**config.mk**
```make
export PLATFORM = sky130hd
export DESIGN_NAME = stopwatch_ctrl
export DESIGN_NICKNAME = d
export VERILOG_FILES = /design/src/rtl/stopwatch_ctrl.sv
export SDC_FILE = /design/constraint.sdc
export NUM_CORES = 1
export LEC_CHECK = 0
export CORE_MARGIN = 10
export CORE_UTILIZATION = 30
export DETAILED_ROUTE_END_ITERATION = 6
export GPL_TIMING_DRIVEN = 0
export HOLD_SLACK_MARGIN = 0.15
export SLEW_MARGIN = 20
export SYNTH_ARGS = -nofsm -noshare
export SYNTH_HDL_FRONTEND = slang
export SYNTH_SLANG_ARGS = --single-unit
```
**constraint.sdc**
```tcl
create_clock -name clk_50MHz -period 8.2 [get_ports clk_50MHz]
set_input_delay 2.46 -clock clk_50MHz [delete_from_list [all_inputs] [get_ports clk_50MHz]]
set_output_delay 2.46 -clock clk_50MHz [all_outputs]
set_load 0.005 [all_outputs]
```
**src/rtl/stopwatch_ctrl.sv**
```systemverilog
// Stopwatch controller: 100 Hz time base, debounced buttons, IDLE/RUN/PAUSE/LAP FSM
// and a BCD mm:ss.cc counter with a lap hold register feeding a registered display.
module stopwatch_ctrl #(
    parameter int unsigned TICK_DIV = 500000
) (
    input  logic       clk_50MHz,
    input  logic       reset,
    input  logic       btn_start,
    input  logic       btn_lap,
    input  logic       btn_clear,
    output logic       tick_100Hz,
    output logic [7:0] cs_bcd,
    output logic [7:0] sec_bcd,
    output logic [7:0] min_bcd,
    output logic       running,
    output logic       lap_active
);

    localparam int unsigned PresW = (TICK_DIV > 2) ? $clog2(TICK_DIV) : 1;
    localparam logic [PresW-1:0] PresLast = PresW'(TICK_DIV - 1);

    typedef enum logic [1:0] {StIdle, StRun, StPause, StLap} state_e;

    logic [PresW-1:0] presc_q;
    logic             tick;
    // Button vectors are packed {clear, lap, start}
    logic [2:0]       sync1_q, sync2_q, samp_q, press;
    logic             start_p, lap_p, clear_p;
    state_e           state_q, state_d;
    logic             do_count, do_latch, do_clear;
    // Counter layout: [23:16] minutes, [15:8] seconds, [7:0] centiseconds, all BCD
    logic [23:0]      live_q, live_inc, hold_q, disp_q;
    logic             c0, c1, c2, c3, c4, c5;

    // Prescaler producing the one-cycle time-base pulse
    always_ff @(posedge clk_50MHz or negedge reset) begin
        if (!reset) begin
            presc_q <= '0;
        end else if (tick) begin
            presc_q <= '0;
        end else begin
            presc_q <= presc_q + 1'b1;
        end
    end

    assign tick       = (presc_q == PresLast);
    assign tick_100Hz = tick;

    // Two-flop synchronizers plus tick-rate resampling for debounce; samp resets high so a
    // button held across reset release needs a release before it can press again
    always_ff @(posedge clk_50MHz or negedge reset) begin
        if (!reset) begin
            sync1_q <= 3'b000;
            sync2_q <= 3'b000;
            samp_q  <= 3'b111;
        end else begin
            sync1_q <= {btn_clear, btn_lap, btn_start};
            sync2_q <= sync1_q;
            if (tick) begin
                samp_q <= sync2_q;
            end
        end
    end

    assign press   = {3{tick}} & sync2_q & ~samp_q;
    assign start_p = press[0];
    assign lap_p   = press[1] & ~press[0];
    assign clear_p = press[2] & ~press[1] & ~press[0];

    // FSM state register
    always_ff @(posedge clk_50MHz or negedge reset) begin
        if (!reset) begin
            state_q <= StIdle;
        end else begin
            state_q <= state_d;
        end
    end

    // FSM next state; presses only exist on tick cycles
    always_comb begin
        state_d = state_q;
        case (state_q)
            StIdle:  if (start_p) state_d = StRun;
            StRun:   if (start_p) state_d = StPause;
                     else if (lap_p) state_d = StLap;
            StLap:   if (start_p) state_d = StPause;
                     else if (lap_p) state_d = StRun;
            StPause: if (start_p) state_d = StRun;
                     else if (clear_p) state_d = StIdle;
            default: state_d = StIdle;
        endcase
    end

    // FSM outputs and datapath controls, decoded from the pre-update state
    always_comb begin
        running    = (state_q == StRun) || (state_q == StLap);
        lap_active = (state_q == StLap);
        do_count   = tick && running;
        do_latch   = (state_q == StRun) && lap_p;
        do_clear   = (state_q == StPause) && clear_p;
    end

    // BCD increment with carries cs->sec->min and wrap at 59:59.99
    always_comb begin
        c0 = (live_q[3:0] == 4'd9);
        c1 = c0 && (live_q[7:4] == 4'd9);
        c2 = c1 && (live_q[11:8] == 4'd9);
        c3 = c2 && (live_q[15:12] == 4'd5);
        c4 = c3 && (live_q[19:16] == 4'd9);
        c5 = c4 && (live_q[23:20] == 4'd5);
        live_inc        = live_q;
        live_inc[3:0]   = c0 ? 4'd0 : live_q[3:0] + 4'd1;
        if (c0) live_inc[7:4]   = c1 ? 4'd0 : live_q[7:4] + 4'd1;
        if (c1) live_inc[11:8]  = c2 ? 4'd0 : live_q[11:8] + 4'd1;
        if (c2) live_inc[15:12] = c3 ? 4'd0 : live_q[15:12] + 4'd1;
        if (c3) live_inc[19:16] = c4 ? 4'd0 : live_q[19:16] + 4'd1;
        if (c4) live_inc[23:20] = c5 ? 4'd0 : live_q[23:20] + 4'd1;
    end

    // Live counter, lap hold register and registered display
    always_ff @(posedge clk_50MHz or negedge reset) begin
        if (!reset) begin
            live_q <= '0;
            hold_q <= '0;
            disp_q <= '0;
        end else begin
            if (do_clear) begin
                live_q <= '0;
            end else if (do_count) begin
                live_q <= live_inc;
            end
            if (do_latch) begin
                hold_q <= live_q;
            end
            disp_q <= (state_q == StLap) ? hold_q : live_q;
        end
    end

    assign cs_bcd  = disp_q[7:0];
    assign sec_bcd = disp_q[15:8];
    assign min_bcd = disp_q[23:16];

endmodule

```
# == Word-level counts from Yosys, hierarchy flattened ==
# Cells that the tools add are included.
# op_classes
eq_ne,14
add_sub_neg,7
bitwise_logic,8
n_reduce_logical,22
muxes,23
# op_table
cell,count
24-bit 2-to-1 mux,3
4-bit 2-to-1 mux,11
"4-bit by 1-bit adder with 4-bit output, second input constant",6
"19-bit by 1-bit adder with 19-bit output, second input constant",1
"19-bit equality test, second input constant",1
19-bit 2-to-1 mux,1
"4-bit equality test, second input constant",4
2-bit 2-to-1 mux,7
2-bit nonzero test,6
2-bit AND reduction,5
"4-bit by 3-bit equality test with 1-bit output, second input constant",2
1-bit logical AND,8
2-bit one-hot mux with 4 select lines,1
3-bit AND,2
"3-bit != test, second input constant",2
"2-bit equality test, second input constant",2
4-bit AND reduction,1
1-bit AND,3
"3-bit by 1-bit != test with 1-bit output, second input constant",1
3-bit inverter,1
"2-bit by 1-bit equality test with 1-bit output, second input constant",1
2-bit zero test,1
"2-bit != test, second input constant",1
1-bit inverter,2
1-bit logical OR,1
# totals
in_bits,5
register_bits,102
wordCells,87
out_inout_bits,27

# == Logic depth before layout (Yosys ltp) ==
# logic_depth
word_depth,10
depth_mapped,10

# == Worst setup path before layout ==
# No wires, ideal clock.
# synth_timing
path_kind,reg2out
start,reg presc_q[0]
end,out tick_100Hz
t_required_ps,5740
arrival_ps,2182
path_slack_ps,3557
stages_incl_launch_ff,9
path_cell_list,dfrtp_1 ha_1 nand3_2 or4_1 or2_0 buf_6 inv_2 clkbuf_1 buf_1
# synth_via
elab_chain_cells,1
# synth_rtl
item,line,rtl
"start, declared",24,logic [PresW-1:0] presc_q;
"start signal, assigned",42,presc_q <= presc_q + 1'b1;
19-bit equality test,46,assign tick = (presc_q == PresLast);
"end, declared",11,"output logic tick_100Hz,"
# Every way passes these cells.

# == Final worst setup path ==
# Same ends and word-level chain as after synthesis.

==> results.py <==
metrics = {
    "timing": {
        "finalHoldViolations": 0,
        "post-route-min-period_ps": 6037,
        "finalSetupViolations": 0,
        "period_share": 0.7362,
        "final_max_slew_viol_count": 0,
        "tightest_slew_ps": 961.4,
        "tns_ps": 0,
        "fmax_mhz": 165.7,
        "rsz0062_at_grt": "false",
        "fin_skew_ps": 12.18,
        "maxSlewHeadroom": 0.3577,
    },
    "layout": {
        "layout_common_cells": "dfrtp_1 (99), nand2_1 (62), o21ai_0 (38)",
        "diodes": 0,
        "fillers": 1422,
        "multiInputGateArea_um2": 1866,
        "layout.nets": 474,
        "seq_area_um2": 2556,
        "syn_to_final_growth_pct": 19.37,
        "finalInstanceArea_um2": 5414,
        "drive_gt1_frac": 0.1302,
        "final_common_cell": "dfrtp_1",
    },
    "die": {
        "fp.dieW_um": 143.0,
        "start_util": 0.3086,
        "die_area_um2": 20440,
        "fp-row-count": 44,
        "pin_count": 32,
        "die_h_um": 143.0,
        "core_um2": 14700,
    },
    "synth": {
        "synthAdderAreaFrac": 0.03586,
        "ys_warn_count": 0,
        "synth-edff-count": 0,
        "syn_nets": 431,
        "synth_top_cell_area_share": 0.5462,
        "syn_avg_cell_area_um2": 10.98,
        "synthArstFlopShare": 1.000,
        "synth_top_family_by_area": "simple AND/OR/NAND/NOR gates",
        "ys_seq_area_frac": 0.5636,
        "synthSimpleGateAreaFrac": 0.1774,
        "ys_seq_elements": 102,
        "synth-xor-area-share": 0.03476,
        "yosys.area.top_type": "dfrtp_1",
        "syn_inst": 413,
        "synth_compound_gate_area_share": 0.08193,
        "synthMuxAreaShare": 0.08138,
        "synthTopCellsByArea": "dfrtp_1 (55%), mux2_2 (7.7%), nand2_1 (5.1%)",
        "synthFlopType": "dfrtp_1",
        "synth_area_um2": 4536,
        "ys_types": 51,
    },
    "hold_path": {
        "hold_depth": 0,
        "hold_end": "sync2_q[0]$_DFF_PN0_",
        "hp-class": "flip-flop to flip-flop",
        "min_from": "sync1_q[0]$_DFF_PN0_",
    },
    "setup_path": {
        "cp.required_ps": 5740,
        "endpoint_kind": "output port",
        "rr_endpoint": "presc_q[13]$_DFF_PN0_",
        "cp_slowest_cell": "clkdlybuf4s50_1",
        "critical_path_peak_fanout": 10,
        "r2r_start": "presc_q[0]$_DFF_PN0_",
        "crit_chain": "ha_1 -> nand3_2 -> or4_1 -> or2_0 -> buf_6 -> inv_2 -> clkbuf_1 -> buf_1 -> clkdlybuf4s50_1",
        "cp_top_family": "buffers and inverters",
        "critPathMaxStageDelay_ps": 590,
        "startpoint": "presc_q[0]$_DFF_PN0_",
        "crit_arrival_ps": 3580,
        "reg2reg_slack_ps": 5320,
        "path_class": "flip-flop to output port",
        "cp-start-kind": "flip-flop",
        "crit_buf_inv": 5,
        "r2r_cells": 9,
    },
    "cts": {
        "cts_root_buf": "clkbuf_16",
        "insertion_delay_ps": 350,
        "clkTransAtPathRegs_ps": 70,
        "cts_hold_buf": 0,
        "cts_buffer_depth": 2,
        "cts_tree": "yes",
        "cts_setup_buffers": 0,
        "numCtsBuffers": 9,
        "cts_max_level": 3,
        "cts_sinks": 102,
        "ctsResizeCount": 0,
    },
    "placement": {
        "io_buffers": 31,
        "dp_hpwl_mm": 6.671,
        "gp_congestion": 0.8336,
        "dpl_cell_area_um2": 5105,
    },
    "global_route": {
        "grt.overflow.total": 0,
        "grt_pass1_vias": 3351,
        "grt_pass1_wl_mm": 16.53,
        "antenna_found_initial": 0,
        "grtUsageTotal": 0.1006,
        "grt_max_degree": 81,
    },
    "outcome": {
        "status": "completed",
    },
    "power_and_ir_drop": {
        "leakage_nw": 2.402,
        "irDropWorstVdd_mv": 0.08368,
        "p_per_area_nw_per_um2": 177.6,
        "total_power_uw": 961.4,
    },
    "drt": {
        "first_iter_violations": 307,
        "wire_per_inst_um": 15.04,
        "drt_wl_total_mm": 9.702,
        "drt_pass1_iterations": 5,
        "via_per_inst": 4.860,
        "vias": 3135,
        "detail-route-antenna-nets": 0,
        "drc_errors": 0,
    },
    "run": {
        "cap_violations": 0,
    },
}
==> per-layer routing <==
layer  global-route usage  vias up  wire length, um
li1                     -     1528                -
met1               0.1263     1536             4580
met2               0.1597       59             4460
met3              0.02620       12              489
met4              0.04452        0              171
met5                    0        -                0
==> synthesized netlist by cell type, types with 5 or more instances <==
| cell | n |
|---|---|
| o31ai_1 | 5 |
| mux2_2 | 31 |
| dfrtp_1 | 99 |
| o21ai_0 | 38 |
| xor2_1 | 9 |
| nand3b_1 | 5 |
| and3_1 | 7 |
| xnor2_1 | 9 |
| nand2_1 | 62 |
| inv_1 | 10 |
| nor2_1 | 20 |
| nand4_1 | 12 |
| ha_1 | 13 |
| clkbuf_1 | 12 |
| a21oi_1 | 8 |
| nand3_1 | 13 |
| nand2b_1 | 6 |
==> cells by family (layout without fill, tap and decap cells) <==
kind of cell,count (synthesis),count (layout)
and+or+nand+nor,155,155
muxes,33,33
DFF,102,102
xor gates and xnor gates,18,18
AOI/OAI and AO/OA,64,64
adders and majority gates,13,13
buffers and inverters,28,76
==> state kept, by name (all words and copies together), names as in the netlist <==
name and count:
sync1_q 3, sync2_q 3, hold_q 24, live_q 24, presc_q 19, state_q 2
samp_q 3, disp_q 24
==> per-stage QoR <==
step                utilization  std cells  hold WS [ps]  worst slack [ps]
floorplan                     -        413         331.2              3558
global placement         0.3453        628         338.3             750.8
detailed placement       0.3473        629         334.7              2475
CTS                      0.3683        645         349.4              2072
global route             0.3683        645         360.2              1897
finish                   0.3683        645         348.5              2163
==> layout make-up <==
type / instances / area share
Buffer: 16 / 0.01271
Clock buffer: 12 / 0.04738
Clock inverter: 4 / 0.009706
Inverter: 12 / 0.008320
Multi-Input combinational cell: 283 / 0.3446
Sequential cell: 102 / 0.4722
Tap cell: 184 / 0.04252
Timing Repair Buffer: 32 / 0.06263
==> worst max path at each step <==
stage / to / slack [ps] / depth (start not counted)
final: tick_100Hz / 2160 / 9
after global routing: tick_100Hz / 1900 / 9
after global placement: disp_q[11]$_DFF_PN0_ / 750 / 1
after CTS: tick_100Hz / 2070 / 9
after floorplan: tick_100Hz / 3560 / 8
after detailed placement: tick_100Hz / 2470 / 9
==> report_power, final <==
part | internal, mW | total, mW | switching [mW]
combinational | 0.00350 | 0.0140 | 0.0105
sequential | 0.504 | 0.505 | 0.000643
clock | 0.255 | 0.442 | 0.188
Note: power is estimated with default switching activity, not from simulation.
